==> src/rtl/sprite_rom_arbiter.sv <==
// Round-robin arbiter sharing one single-port sprite/background ROM between
// N requesters. Issues registered ROM reads, tracks the owner of each read
// through the fixed ROM latency, and hands back data with a one-hot valid.
module sprite_rom_arbiter #(
  parameter int unsigned N_REQ   = 3,
  parameter int unsigned ADDR_W  = 19,
  parameter int unsigned DATA_W  = 5,
  parameter int unsigned ROM_LAT = 2
) (
  input  logic                      Clk,
  input  logic                      Reset_n,
  input  logic                      arb_en,
  input  logic [N_REQ-1:0]          req,
  input  logic [N_REQ*ADDR_W-1:0]   addr,
  output logic [N_REQ-1:0]          gnt,
  output logic [ADDR_W-1:0]         rom_addr,
  output logic                      rom_rd,
  input  logic [DATA_W-1:0]         rom_q,
  output logic [DATA_W-1:0]         rdata,
  output logic [N_REQ-1:0]          rvalid,
  output logic                      busy
);

  localparam int unsigned PTR_W = (N_REQ > 1) ? $clog2(N_REQ) : 1;
  localparam int unsigned IDX_W = PTR_W + 1;
  localparam int unsigned TAG_D = ROM_LAT + 1;

  logic [PTR_W-1:0]  ptr_q;
  logic [PTR_W-1:0]  ptr_d;
  logic [N_REQ-1:0]  cand;
  logic [IDX_W-1:0]  scan_idx;
  logic [PTR_W-1:0]  win_idx;
  logic              win_vld;
  logic [ADDR_W-1:0] addr_sel;
  logic [N_REQ-1:0]  tag_q [TAG_D];
  logic [N_REQ-1:0]  tag_or;

  // No candidates while disabled or held in reset, so gnt is forced low.
  assign cand = (arb_en && Reset_n) ? req : '0;

  // Round-robin scan starting at ptr; first set candidate wins.
  always_comb begin
    win_vld  = 1'b0;
    win_idx  = '0;
    scan_idx = '0;
    for (int unsigned i = 0; i < N_REQ; i++) begin
      scan_idx = IDX_W'(ptr_q) + IDX_W'(i);
      if (scan_idx >= IDX_W'(N_REQ)) begin
        scan_idx = scan_idx - IDX_W'(N_REQ);
      end
      if (!win_vld && cand[PTR_W'(scan_idx)]) begin
        win_vld = 1'b1;
        win_idx = PTR_W'(scan_idx);
      end
    end
  end

  // One-hot grant from the winning index.
  always_comb begin
    gnt = '0;
    if (win_vld) begin
      gnt[win_idx] = 1'b1;
    end
  end

  // Address mux for the winning requester.
  always_comb begin
    addr_sel = '0;
    for (int unsigned i = 0; i < N_REQ; i++) begin
      if (win_idx == PTR_W'(i)) begin
        addr_sel = addr[i*ADDR_W +: ADDR_W];
      end
    end
  end

  // Pointer moves just past the winner; holds when nothing is granted.
  always_comb begin
    ptr_d = ptr_q;
    if (win_vld) begin
      if (win_idx == PTR_W'(N_REQ - 1)) begin
        ptr_d = '0;
      end else begin
        ptr_d = win_idx + PTR_W'(1);
      end
    end
  end

  // Round-robin pointer register.
  always_ff @(posedge Clk or negedge Reset_n) begin
    if (!Reset_n) begin
      ptr_q <= '0;
    end else begin
      ptr_q <= ptr_d;
    end
  end

  // ROM issue: strobe follows the grant, address holds between grants.
  always_ff @(posedge Clk or negedge Reset_n) begin
    if (!Reset_n) begin
      rom_addr <= '0;
      rom_rd   <= 1'b0;
    end else begin
      rom_rd <= win_vld;
      if (win_vld) begin
        rom_addr <= addr_sel;
      end
    end
  end

  // Owner tags ride alongside the read until the ROM data is valid.
  always_ff @(posedge Clk or negedge Reset_n) begin
    if (!Reset_n) begin
      for (int unsigned s = 0; s < TAG_D; s++) begin
        tag_q[s] <= '0;
      end
    end else begin
      tag_q[0] <= gnt;
      for (int unsigned s = 1; s < TAG_D; s++) begin
        tag_q[s] <= tag_q[s-1];
      end
    end
  end

  // Capture returning data for its owner; rdata holds between returns.
  always_ff @(posedge Clk or negedge Reset_n) begin
    if (!Reset_n) begin
      rdata  <= '0;
      rvalid <= '0;
    end else begin
      rvalid <= tag_q[ROM_LAT];
      if (|tag_q[ROM_LAT]) begin
        rdata <= rom_q;
      end
    end
  end

  // Busy while any tag is in flight or a return is being presented.
  always_comb begin
    tag_or = '0;
    for (int unsigned s = 0; s < TAG_D; s++) begin
      tag_or = tag_or | tag_q[s];
    end
    busy = (|tag_or) || (|rvalid);
  end

endmodule

==> config.mk <==
export PLATFORM = sky130hd
export DESIGN_NAME = sprite_rom_arbiter
export DESIGN_NICKNAME = d
export VERILOG_FILES = /design/src/rtl/sprite_rom_arbiter.sv
export SDC_FILE = /design/constraint.sdc
export NUM_CORES = 1
export LEC_CHECK = 0
export CAP_MARGIN = 15
export CORE_UTILIZATION = 25
export DETAILED_ROUTE_END_ITERATION = 6
export PLACE_DENSITY = 0.53
export SLEW_MARGIN = 25
export SYNTH_ARGS = -nofsm -noshare
export SYNTH_HDL_FRONTEND = slang
export SYNTH_SLANG_ARGS = --single-unit
export TNS_END_PERCENT = 100
==> constraint.sdc <==
create_clock -name Clk -period 2.3 [get_ports Clk]
set_clock_uncertainty 0.05 [all_clocks]
set_input_delay 0.46 -clock Clk [delete_from_list [all_inputs] [get_ports Clk]]
set_output_delay 0.46 -clock Clk [all_outputs]
set_load 0.01 [all_outputs]
== Word level (Yosys, flattened, before mapping) ==
Cells that the tools add are included.
Widths: inputs -> output; s select.

* Flip-flop bits (word level): 39
* Input bits: 68
* Output and inout bits: 32
* Word-level logic and storage cells: 60

* Add/sub/neg operators: 6
* $lt $le $gt $ge: 8
* Eq/ne operators: 2
* Mux-type cells: 23
* Bitwise gates (word level): 2
* Reduce and logical (&&, ||, !) cells: 11

{| class="wikitable"
|+ Operator list
! operator !! number
|-
| $mux 19 || 3
|-
| $mux 2 || 7
|-
| $lt 2x3->1 const B || 4
|-
| $reduce_or 3->1 || 3
|-
| $mux 1 || 7
|-
| $bmux 1 s2 || 3
|-
| $ge 3x2->1 const B || 2
|-
| $mux 3 || 2
|-
| $or 3x3->3 || 2
|-
| $sub 2x2->2 const B || 3
|-
| $logic_and 1x1->1 || 4
|-
| $add 2x1->3 const B || 1
|-
| $add 2x2->3 const B || 1
|-
| $add 2x1->2 const B || 1
|-
| $demux 1 s2 || 1
|-
| $eq 2x1->1 const B || 1
|-
| $eq 2x2->1 const B || 1
|-
| $ge 2x1->1 const B || 1
|-
| $ge 2x2->1 const B || 1
|-
| $logic_not 1->1 || 2
|-
| $logic_not 2->1 || 1
|-
| $logic_or 1x1->1 || 1
|}

== Depth between registers and ports, before layout ==
* Depth after elaboration: 16
* Mapped depth: 10
* Mapped depth without buffers: 9

== Least setup slack after synthesis ==
OpenSTA, ideal clock, no wires.

* Path type: register -> output
* From: register ptr_q[1]
* To: output gnt[0]
* Data arrival time: 1.879 ns
* Data required time: 1.790 ns
* Slack: -0.089 ns
* Cell stages (with the launch flop): 10
* Path buffers: 2
* Cells stage by stage: dfrtp_1 inv_1 ha_1 mux2i_1 nor3_2 or3_1 buf_4 nand2_2 buf_6 nor2_1

* Word-level cells in the longest chain between the ends: 16
* Elaborated cells between the ends (all ways): 33
* Those cells by class: add/sub (5); order compare (5); mux (18); reduce/logical (5)

{| class="wikitable"
|+ Ends and longest elaborated chain
! item !! RTL line !! source
|-
| start: declaration || 28 || <nowiki>logic [PTR_W-1:0] ptr_q;</nowiki>
|-
| start signal: assignment || 93 || <nowiki>ptr_q <= ptr_d;</nowiki>
|-
| branches (longest 15 deep; another with $add 2x1->3) || - ||
|-
| $mux 3 * || 61 || <nowiki>if (win_vld) begin</nowiki>
|-
| end: declaration || 15 || <nowiki>output logic [N_REQ-1:0] gnt,</nowiki>
|}

Every way passes the cells marked *. The select of a mux whose other input is x is not followed.

== Worst setup path in the final report ==
* From: register ptr_q[1]
* To: output gnt[0]

* Elaborated cells between the ends (all ways): 33
* Those cells by class: add/sub (5); order compare (5); mux (18); reduce/logical (5)

{| class="wikitable"
|+ RTL lines
! item !! RTL line !! source
|-
| branches (longest 10 deep; another with $add 2x1->3) || - ||
|-
| $mux 1 * || 51 || <nowiki>if (!win_vld && cand[PTR_W'(scan_idx)]) begin</nowiki>
|-
| net win_vld || 33 || <nowiki>logic win_vld;</nowiki>
|-
| $mux 3 * || 61 ||
|}

Mark *: on every way through the listed nets, which the timed path passes. The select of a mux whose other input is x is not followed.

==> qor.yml <==
setup_path:
  required_ps: 1790
  cp_max_fo: 6
  crit_type: "reg -> out"
  r2r_cells: 10
  slowest_stage: "dfrtp_1"
  cp_top_family: "simple AND/OR/NAND/NOR gates"
  cp_slowest_stage_delay_ps: 410
  crit-reg2reg-capture: "rom_addr[17]"
  cp-end-kind: "output pin"
  r2r_start: "ptr_q[1]"
  crit_start: "ptr_q[1]"
  r2r_slack_ps: -80
  arrival_ps: 2030
  startpoint_type: "flop"
  worstPathCellList: "buf_4, ha_4, and2b_1, o21ai_1, a21oi_2, nor3_4, inv_2, nand2_4, nor2_4, buf_6"
  critPathBufInv: 3
synthesis:
  synthFlopType: "dfrtp_1"
  synth-compound-area-share: 0.176
  ys_seq_elements: 39
  muxShareOfSynthArea: 0.110
  postSynthCellCount: 161
  syn_area_per_cell_um2: 12.2
  synth_simple_gate_area_frac: 0.127
  synth_edf_count: 0
  ys_warn_count: 0
  async_reset_ff_frac: 1.00
  syn_area_um2: 1960
  synthAdderAreaFrac: 0.0255
  synth_top_family_by_area: "compound AO/OA/AOI/OAI gates"
  synth_fp_nets: 233
  synth-xor-area-share: 0
  ys_seq_area_frac: 0.498
  synth_cell_types: 38
route:
  drt_pass1_iterations: 4
  antenna_left: 0
  totalWireLength_um: 5270
  routedWlPerCell_um: 13.7
  vias: 1727
  vias_per_cell: 4.50
  dr.first_iter.drc_count: 35
  drc_errors: 0
cells_and_area:
  antenna_cells: 0
  syn_to_final_growth_pct: 71.9
  drive_gt1_frac: 0.277
  fin_nets: 356
  fin_area_um2: 3370
  fillers: 710
  final_cell_count_no_fill: 384
die:
  die_w_um: 90.5
  die_area_um2: 8200
  ios: 100
  rows: 31
  coreArea_um2: 7410
  die_h_um: 90.5
  start_util: 0.264
sta:
  rsz0062_at_grt: "yes"
  hold_violations: 0
  fin_crit_sh: 1.10
  finalSetupViolCount: 15
  finalMaxSlewViolations: 0
  fin_crit_ps: 2540
  relSlewSlack: 0.793
  fin_hold_ws_ps: 11.1
  fmax_ghz: 0.394
  worstMarginPinSlew_ps: 310
  final.setup.worst_slack_ps: -238
worst_hold_path:
  hp-class: "in -> async"
global_route:
  grt_pass1_wl_um: 8910
  grt.total_usage: 0.136
  grt-ovfl-total: 0
  first_global_vias: 1846
  grt_max_degree: 25
  antenna_found_initial: 0
job:
  maxCapViolCount: 0
cts:
  cts-buffers-inserted: 5
  cts.sinks: 39
  clk_latency_ps: 290
  cts_buffer_depth: 2
  clk_pin_slew_ps: 70
  root_buffer: "clkbuf_8"
  cts.htree.levels: 2
  cts_tree: "built"
placed_design:
  dpl_cell_area_um2: 3160
  globalplace.congestion: 0.853
  io_buffer_count: 99
  place_hpwl_um: 3930
  placedCellCount: 370
outcome:
  violations: "setup timing"
  status: "complete, but fails checks"
power_and_ir_drop:
  peakVddDrop_uv: 385
  power.leakage_nw: 1.36
  power_density_nw_per_um2: 1130
  total_power_mw: 3.81
[report_power, final]
| part | switching (mW) | internal, mW | leakage, nW |
|---|---|---|---|
| clock network | 0.248 | 0.323 | 0.0581 |
| logic | 0.920 | 1.19 | 0.813 |
| registers | 0.151 | 0.979 | 0.485 |
| total | 1.32 | 2.49 | 1.36 |
[cell usage in the layout (no fill, tap or decap), drive strengths merged]
cell type / n
clkdlybuf4s50: 95
inv: 8
clkinv: 2
mux2i: 16
o21bai: 1
a22oi: 16
nor4: 5
o22ai: 5
nand2: 4
nor2: 3
a211oi: 1
and3: 1
o2111ai: 1
nand4: 1
or3: 1
bufinv: 1
nor4bb: 1
clkbuf: 5
nand3: 2
and2b: 1
a211o: 1
dfrtp: 39
ha: 4
nor2b: 2
nor3b: 1
a21oi: 6
nor3: 8
buf: 29
mux2: 5
o21ai: 20
[registers in the layout, summed over array words and instances (netlist names)]
register,flops
rom_addr,19
tag_q,9
rdata,5
rvalid,3
ptr_q,2
rom_rd,1
[final cells by class]
type                       instances  area [um^2]  share of cell area
timing repair buffer             124         1180               0.350
sequential                        39          976               0.290
multi-input combinational        106          946               0.281
tap                               99          124              0.0368
clock buffer                       5         68.8              0.0204
clock inverter                     3         43.8              0.0130
inverter                           8         32.5             0.00966
[worst max path at each step]
stage | endpoint | cells after the start
2_1_floorplan | gnt[0] | 9
3_3_place_gp | gnt[0] | 8
3_5_place_dp | gnt[2] | 7
4_1_cts | gnt[0] | 9
5_1_grt | gnt[0] | 9
6_report | gnt[0] | 10
[what timing repair did]
| action | CTS | global route |
|---|---|---|
| endpoints found under the setup margin | 18 | 23 |
| gates resized for setup | 26 | 4 |
| buffers inserted | 7 | 1 |
| hold buffers | 0 | 0 |
| pin swaps | 7 | 3 |
[through the flow]
| step | util | TNS [ps] | setup WS (ps) |
|---|---|---|---|
| after CTS | 0.454 | -1190 | -244 |
| after global routing | 0.455 | -2950 | -320 |
| after global placement | 0.426 | -5940 | -644 |
| after floorplan | - | 0 | 6.01 |
| after detailed placement | 0.426 | -6520 | -650 |
| final | 0.455 | -896 | -238 |
[cells by family (layout without fill, tap and decap cells)]
kind of cell | Yosys count | in the layout
DFF | 39 | 39
AOI/OAI and AO/OA | 51 | 51
buffers and inverters | 16 | 140
adders and majority gates | 4 | 4
and+or+nand+nor | 30 | 30
muxes | 21 | 21
[per-layer routing]
layer,vias to the layer above,share of wire,GRT usage
met4,0,0.013,0.0376
met5,-,0,0
met3,8,0.070,0.0471
li1,845,-,-
met2,58,0.49,0.225
met1,816,0.43,0.167
[cells in the mapped netlist, types with 3 or more instances]
master,n,area share
a21oi_1,6,0.015
a22oi_1,16,0.061
buf_6,3,0.017
dfrtp_1,39,0.50
ha_1,4,0.026
inv_1,5,0.0096
mux2_2,5,0.029
mux2i_1,16,0.082
nand2_1,3,0.0057
nor3_2,6,0.031
nor4_2,3,0.019
o21ai_0,6,0.015
o21ai_1,6,0.015
o21ai_2,8,0.036
o22ai_1,5,0.016
Power figures use the tool's default switching activity.
